[src/rtl/alu_arbiter.sv]
// alu_arbiter: shares one external combinational ALU between NUM_REQ requesters.
//   Round-robin grant in IDLE, operands registered, ALU result captured one cycle
//   later and returned on a per-requester valid/ready response channel.
// Latency: request accepted in cycle N, response valid from cycle N+2; 3 cycles min per op.
// Backpressure: a stalled response holds result/flags stable and blocks all new grants.
// Ports:
//   i_Clock, i_Reset_n            clock (rising edge), async active-low reset
//   i_ReqValid/o_ReqReady         per-requester request handshake
//   i_ReqAluOp/AluOpAlt/Source1/2 per-requester payload, packed by requester index
//   o_RspValid/i_RspReady         per-requester response handshake
//   o_RspResult/Zero/LessThan/LessThanUnsigned  registered ALU outputs
//   o_Alu*                        drive the external ALU from the operand registers
//   i_Alu*                        external ALU result and flags
module alu_arbiter #(
  parameter int NUM_REQ = 2
) (
  input  logic                   i_Clock,
  input  logic                   i_Reset_n,
  input  logic [NUM_REQ-1:0]     i_ReqValid,
  output logic [NUM_REQ-1:0]     o_ReqReady,
  input  logic [3*NUM_REQ-1:0]   i_ReqAluOp,
  input  logic [NUM_REQ-1:0]     i_ReqAluOpAlt,
  input  logic [32*NUM_REQ-1:0]  i_ReqSource1,
  input  logic [32*NUM_REQ-1:0]  i_ReqSource2,
  output logic [NUM_REQ-1:0]     o_RspValid,
  input  logic [NUM_REQ-1:0]     i_RspReady,
  output logic [31:0]            o_RspResult,
  output logic                   o_RspZero,
  output logic                   o_RspLessThan,
  output logic                   o_RspLessThanUnsigned,
  output logic [2:0]             o_AluOp,
  output logic                   o_AluOpAlt,
  output logic [31:0]            o_AluSource1,
  output logic [31:0]            o_AluSource2,
  input  logic [31:0]            i_AluOutput,
  input  logic                   i_AluZero,
  input  logic                   i_AluLessThan,
  input  logic                   i_AluLessThanUnsigned
);

  localparam int IW = (NUM_REQ > 2) ? 2 : 1;

  localparam logic [1:0] ST_IDLE = 2'd0;
  localparam logic [1:0] ST_EXEC = 2'd1;
  localparam logic [1:0] ST_RESP = 2'd2;

  logic [1:0]    state;
  logic [IW-1:0] ptr;
  logic [IW-1:0] grant_idx;

  logic [2:0]    op_q;
  logic          alt_q;
  logic [31:0]   src1_q;
  logic [31:0]   src2_q;

  logic [31:0]   result_q;
  logic          zero_q;
  logic          lt_q;
  logic          ltu_q;

  // Round-robin search: first valid requester at or after ptr, wrapping.
  // Constant indices only, so the loops unroll into a plain priority mux.
  logic          found;
  logic [IW-1:0] pick;
  always_comb begin
    found = 1'b0;
    pick  = '0;
    for (int i = 0; i < NUM_REQ; i++) begin
      for (int k = 0; k < NUM_REQ; k++) begin
        if (!found && i_ReqValid[k] && (((int'(ptr) + i) % NUM_REQ) == k)) begin
          found = 1'b1;
          pick  = IW'(k);
        end
      end
    end
  end

  logic [IW-1:0] next_ptr;
  assign next_ptr = (pick == IW'(NUM_REQ - 1)) ? '0 : pick + 1'b1;

  // Payload of the winning requester.
  logic [2:0]  op_n;
  logic        alt_n;
  logic [31:0] src1_n;
  logic [31:0] src2_n;
  always_comb begin
    op_n   = '0;
    alt_n  = 1'b0;
    src1_n = '0;
    src2_n = '0;
    for (int k = 0; k < NUM_REQ; k++) begin
      if (pick == IW'(k)) begin
        op_n   = i_ReqAluOp[3*k +: 3];
        alt_n  = i_ReqAluOpAlt[k];
        src1_n = i_ReqSource1[32*k +: 32];
        src2_n = i_ReqSource2[32*k +: 32];
      end
    end
  end

  // Only the granted requester's ready can complete the response.
  logic rsp_hs;
  always_comb begin
    rsp_hs = 1'b0;
    for (int k = 0; k < NUM_REQ; k++) begin
      if (grant_idx == IW'(k)) rsp_hs = i_RspReady[k];
    end
  end

  logic grant_now;
  // Gated by reset so no request appears accepted while reset is held.
  assign grant_now = i_Reset_n && (state == ST_IDLE) && found;

  always_comb begin
    o_ReqReady = '0;
    o_RspValid = '0;
    for (int k = 0; k < NUM_REQ; k++) begin
      o_ReqReady[k] = grant_now && (pick == IW'(k));
      o_RspValid[k] = (state == ST_RESP) && (grant_idx == IW'(k));
    end
  end

  always_ff @(posedge i_Clock or negedge i_Reset_n) begin
    if (!i_Reset_n) begin
      state     <= ST_IDLE;
      ptr       <= '0;
      grant_idx <= '0;
      op_q      <= '0;
      alt_q     <= 1'b0;
      src1_q    <= '0;
      src2_q    <= '0;
      result_q  <= '0;
      zero_q    <= 1'b0;
      lt_q      <= 1'b0;
      ltu_q     <= 1'b0;
    end else begin
      case (state)
        ST_IDLE: begin
          if (found) begin
            op_q      <= op_n;
            alt_q     <= alt_n;
            src1_q    <= src1_n;
            src2_q    <= src2_n;
            grant_idx <= pick;
            ptr       <= next_ptr;
            state     <= ST_EXEC;
          end
        end
        ST_EXEC: begin
          result_q <= i_AluOutput;
          zero_q   <= i_AluZero;
          lt_q     <= i_AluLessThan;
          ltu_q    <= i_AluLessThanUnsigned;
          state    <= ST_RESP;
        end
        ST_RESP: begin
          if (rsp_hs) state <= ST_IDLE;
        end
        default: state <= ST_IDLE;
      endcase
    end
  end

  // ALU inputs come straight from the operand registers and hold after completion.
  assign o_AluOp      = op_q;
  assign o_AluOpAlt   = alt_q;
  assign o_AluSource1 = src1_q;
  assign o_AluSource2 = src2_q;

  assign o_RspResult           = result_q;
  assign o_RspZero             = zero_q;
  assign o_RspLessThan         = lt_q;
  assign o_RspLessThanUnsigned = ltu_q;

endmodule

[config.mk]
export PLATFORM = sky130hd
export DESIGN_NAME = alu_arbiter
export DESIGN_NICKNAME = d
export VERILOG_FILES = /design/src/rtl/alu_arbiter.sv
export SDC_FILE = /design/constraint.sdc
export NUM_CORES = 1
export LEC_CHECK = 0
export CAP_MARGIN = 25
export CORE_MARGIN = 2
export CORE_UTILIZATION = 26
export CTS_BUF_LIST = sky130_fd_sc_hd__clkbuf_2 sky130_fd_sc_hd__clkbuf_4 sky130_fd_sc_hd__clkbuf_8
export DETAILED_ROUTE_END_ITERATION = 8
export GPL_ROUTABILITY_DRIVEN = 0
export PLACE_DENSITY = 0.64
export RECOVER_POWER = 50
export SLEW_MARGIN = 10
export SYNTH_ARGS = -nofsm -noshare
export SYNTH_HDL_FRONTEND = slang
export SYNTH_SLANG_ARGS = --single-unit
[constraint.sdc]
create_clock -name i_Clock -period 4.6 [get_ports i_Clock]
set_input_delay 0.46 -clock i_Clock [delete_from_list [all_inputs] [get_ports i_Clock]]
set_output_delay 0.46 -clock i_Clock [all_outputs]
set_load 0.02 [all_outputs]
==> flow_summary.toml, run 1 <==
[run_status]
status = "finished with violations"
violations = "max-capacitance violations, max-slew violations"

[clock_network]
cts_tree = "yes"
cts.htree.levels = 3
numClockSinks = 107
cts_resized = 0
root_buffer = "clkbuf_8"
cts_hold_buf = 0
path_clk_slew_ns = 0.10
cts_buffer_depth = 2
cts_buffers = 9
postCtsSetupBuffers = 0
clk_latency_ns = 0.38

[drt]
wl_um = 14900
firstDrtPassIters = 6
final_antenna_net_count = 0
vias = 4008
vias_per_cell = 4.83
drc_errors = 0
wl_per_cell_um = 18.0
first_iter_violations = 133

[finish]
fin_area_um2 = 7760
mostFrequentLayoutCell = "clkdlybuf4s50_1"
seq_area_um2 = 2680
instances_no_fill = 829
final_core_util = 0.449
fill_cells = 1546
final_nets = 776
areaGrowthSynthToFinish_pct = 68.9
final_cell_mix = "clkdlybuf4s50_1 (265), dfrtp_1 (107), o21a_1 (68), a221o_1 (68), mux2_2 (36)"
drive_above_1_share = 0.103
multiInputGateArea_um2 = 1700
antenna_cells = 0

[global_route]
grt_max_degree = 70
grt_first_pass_wirelength_um = 22400
antenna_found_initial = 0
grt_util_all_layers = 0.155
overflow = 0
first_global_vias = 4307

[pwr]
p_leak_nw = 3.13
vdd_drop_max_mv = 0.329
powerDensity_nw_per_um2 = 672

[floorplan]
io-pin-count = 284
num_rows = 48
die-width_um = 137
core_area_um2 = 17300
dieArea_um2 = 18800
start_util = 0.266
die-height_um = 137

[worst_setup_path]
worstPathArrival_ns = 2.15
cp-start-kind = "input port"
worstPathMaxFanout = 4
r2r_start = "state[1]$_DFFE_PN0P_"
critPathRequiredTime_ns = 4.14
ff2ff_setup_slack_ns = 2.17
crit_end = "o_ReqReady[0]"
reg2reg_to = "o_RspZero$_DFFE_PN0N_"
ff2ff_path_depth = 3
crit_type = "in2out"
crit_chain = "dlygate4sd3_1 -> and3_2 -> and2_1 -> clkdlybuf4s50_1"
end_kind = "output pin"
crit_path_start = "i_ReqValid[0]"
max_stage_delay_ns = 0.68
cp_slowest_cell = "dlygate4sd3_1"

[timing]
maxSlewHeadroom = -0.234
maxSlewViolCount = 36
tightest_slew_ns = 1.85
tns_ns = 0
finalHoldViolations = 0
period_share = 0.567
fmax_ghz = 0.384
rsz0062_at_grt = "no"
fin_crit_ns = 2.61
worst_clock_skew_ns = 0.0143
setup_violations = 0

[synthesis]
ys_warn_count = 0
synth_nets = 510
synth-seq-area-share = 0.582
syn_inst = 333
synth_cell_types = 18
ys_ff_latch = 107
syn_avg_cell_area_um2 = 13.8
synth_area_um2 = 4600

[place]
io_buffers = 283
post_dp_cell_area_um2 = 7550
dp_hpwl_um = 10300
place_inst = 813

[run]
drv_cap = 1

[min_path]
holdCritPathClass = "in2async"
[worst min path at each step]
stage	from	end
detailed placement	o_RspResult[5]$_DFFE_PN0N_	o_RspResult[5]$_DFFE_PN0N_
global placement	o_RspResult[4]$_DFFE_PN0N_	o_RspResult[4]$_DFFE_PN0N_
CTS	i_Reset_n	o_RspLessThan$_DFFE_PN0N_
finish	i_Reset_n	o_RspLessThanUnsigned$_DFFE_PN0N_
floorplan	i_Reset_n	grant_idx$_DFFE_PN0P_
global route	i_Reset_n	o_RspLessThan$_DFFE_PN0N_
[cell families (layout without fill, tap and decap cells)]
kind of cell	Yosys count	after routing	synth area share
mux	36	36	0.0882
simple gates	11	11	0.0122
buf+inv	38	309	0.0493
flops	107	107	0.582
compound gates	141	141	0.268
[sequential cells by signal, summed over array words and instances, names as in the netlist]
register,count
o_AluSource1,32
o_AluSource2,32
o_RspResult,32
o_AluOp,3
state,2
grant_idx,1
o_AluOpAlt,1
o_RspLessThan,1
o_RspLessThanUnsigned,1
o_RspZero,1
ptr,1
[synthesized netlist by cell type]
cell type  number  share of area
nand2b_1        2         0.0027
buf_4           1         0.0016
o21a_1         68           0.11
inv_1           4         0.0033
o21ai_0         2         0.0022
and2_1          2         0.0027
a211oi_4        1         0.0044
and3_1          1         0.0014
buf_6          10          0.024
a221o_1        68           0.15
clkbuf_1       19          0.016
or2_1           1         0.0014
nand2_1         1        0.00082
dfrtp_1       107           0.58
a21oi_1         2         0.0022
nor2_1          4         0.0033
buf_2           4         0.0044
mux2_2         36          0.088
[power by group]
group | total [W] | internal (W) | switching [W]
Sequential | 0.00165 | 0.00141 | 0.000244
Clock | 0.000627 | 0.000292 | 0.000335
Combinational | 0.00294 | 0.00153 | 0.00140
[cell type report]
class	instances	share of cell area
Clock inverter	4	0.00725
Timing Repair Buffer	289	0.370
Clock buffer	12	0.0205
Multi-Input combinational cell	188	0.219
Sequential cell	107	0.345
Inverter	4	0.00193
Tap cell	225	0.0363
[metal layers]
layer | vias to the layer above | wire length (um) | global-route usage
met5 | - | 0 | 0
met4 | 0 | 279 | 0.0636
met3 | 17 | 1580 | 0.0522
met2 | 220 | 7110 | 0.260
met1 | 1952 | 5940 | 0.181
li1 | 1819 | - | -
[through the flow]
step	hold slack, ns	worst slack, ns	power [W]
floorplan	0.164	2.58	0.00336
CTS	0.125	1.97	0.00531
finish	0.128	1.99	0.00522
global route	0.164	1.91	0.00555
detailed placement	0.493	1.92	0.00465
global placement	0.486	1.95	0.00460
[critical path: cells and delay by family]
family                 cells  cell delay (ns)
buffers and inverters      2             1.32
AND/OR/NAND/NOR            2             0.36
(Power assumes the default switching activity.)
==> inputs of run 2 (changes only) <==
Clock period 4.6 ns to 2.6 ns, I/O delays scaled along.
==> flow_summary.toml, run 2 (synthesis results as in run 1) <==
[global_route]
grt_max_degree = 70
grt_util_all_layers = 0.155
overflow = 0
first_global_vias = 4274
antenna_found_initial = 0
grt_first_pass_wirelength_um = 22500

[drt]
final_antenna_net_count = 0
vias = 4011
wl_per_cell_um = 17.7
firstDrtPassIters = 4
wl_um = 14700
drc_errors = 0
vias_per_cell = 4.83
first_iter_violations = 120

[floorplan]
core_area_um2 = 17300
num_rows = 48
start_util = 0.266
die-height_um = 137
die-width_um = 137
dieArea_um2 = 18800
io-pin-count = 284

[timing]
fin_crit_ns = 2.41
worst_clock_skew_ns = 0.0136
maxSlewHeadroom = 0.129
tns_ns = 0
rsz0062_at_grt = "no"
setup_violations = 0
fmax_ghz = 0.415
finalHoldViolations = 0
maxSlewViolCount = 0
tightest_slew_ns = 1.31
period_share = 0.927

[place]
dp_hpwl_um = 10500
post_dp_cell_area_um2 = 7560
io_buffers = 283
place_inst = 814

[clock_network]
numClockSinks = 107
cts.htree.levels = 3
clk_latency_ns = 0.37
root_buffer = "clkbuf_8"
cts_buffers = 9
cts_buffer_depth = 2
cts_resized = 0
path_clk_slew_ns = 0.10
cts_tree = "yes"
postCtsSetupBuffers = 0

[finish]
final_nets = 778
mostFrequentLayoutCell = "clkdlybuf4s50_1"
fill_cells = 1534
fin_area_um2 = 7750
instances_no_fill = 831
antenna_cells = 0
drive_above_1_share = 0.104
areaGrowthSynthToFinish_pct = 68.7
final_cell_mix = "clkdlybuf4s50_1 (236), dfrtp_1 (107), o21a_1 (68), a221o_1 (68), dlygate4sd3_1 (47)"

[worst_setup_path]
worstPathMaxFanout = 4
worstPathArrival_ns = 2.15
r2r_start = "state[1]$_DFFE_PN0P_"
cp-start-kind = "flip-flop"
critPathRequiredTime_ns = 2.34
crit_type = "reg2out"
end_kind = "output pin"
crit_path_start = "state[1]$_DFFE_PN0P_"

[pwr]
p_leak_nw = 3.15
powerDensity_nw_per_um2 = 1170
vdd_drop_max_mv = 0.584

[run]
drv_cap = 0

[run_status]
status = "finished clean"

[min_path]
holdCritPathClass = "in2async"
-- run 2: routing by layer --
layer | GRT usage | vias up | part of all wire
li1 | - | 1841 | -
met1 | 0.178 | 1947 | 0.40
met2 | 0.268 | 204 | 0.48
met3 | 0.0485 | 19 | 0.099
met4 | 0.0607 | 0 | 0.020
met5 | 0 | - | 0
-- run 2: worst paths after layout --
| kind | endpoint | slack (ns) | depth (start not counted) |
|---|---|---|---|
| max | o_ReqReady[1] | 0.19 | 4 |
| min | state[0]$_DFFE_PN0P_ | 0.32 | 2 |
| max reg2reg | o_AluSource2[6]$_DFFE_PN0P_ | 0.58 | 4 |
| min reg2reg | o_RspResult[26]$_DFFE_PN0N_ | 0.51 | 1 |
| max in group asynchronous | o_AluOp[1]$_DFFE_PN0P_ | 0.68 | 3 |
| min in group i_Clock | o_AluSource1[30]$_DFFE_PN0P_ | 0.49 | 2 |
-- run 2: through the flow --
stage          power [W]  hold slack [ns]  setup WS [ns]   util
2_1_floorplan    0.00594          -0.0356          0.780      -
3_3_place_gp     0.00815           0.0727          0.168  0.437
3_5_place_dp     0.00826           0.0758         0.0956  0.437
4_1_cts          0.00936            0.217          0.129  0.449
5_1_grt          0.00964            0.323         0.0733  0.448
6_report         0.00907            0.321          0.191  0.448
-- run 2: area by class of cell --
| class | instances | area (um^2) | area share |
|---|---|---|---|
| clock buffer | 9 | 124 | 0.0160 |
| multi-input combinational | 188 | 1700 | 0.219 |
| inverter | 4 | 15.0 | 0.00194 |
| timing repair buffer | 291 | 2880 | 0.372 |
| tap | 225 | 282 | 0.0363 |
| clock inverter | 7 | 73.8 | 0.00952 |
| sequential | 107 | 2680 | 0.345 |
-- run 2: worst max-delay path, stage by stage, from the launching register on --
cell,delay [ns]
dfrtp_1,0.41
or2_2,0.34
a211oi_4,0.22
and2_1,0.17
clkdlybuf4s50_1,0.64
-- run 2: where the power goes --
part | leakage (nW) | total, W | switching [W] | internal [W]
Combinational | 1.76 | 0.00509 | 0.00247 | 0.00262
Clock | 0.100 | 0.00104 | 0.000587 | 0.000453
Sequential | 1.29 | 0.00293 | 0.000440 | 0.00249
-- run 2: timing repair --
action,in CTS,in global routing
endpoints found under the setup margin,0,0
endpoints found under the hold margin,4,0
hold buffers,1,0
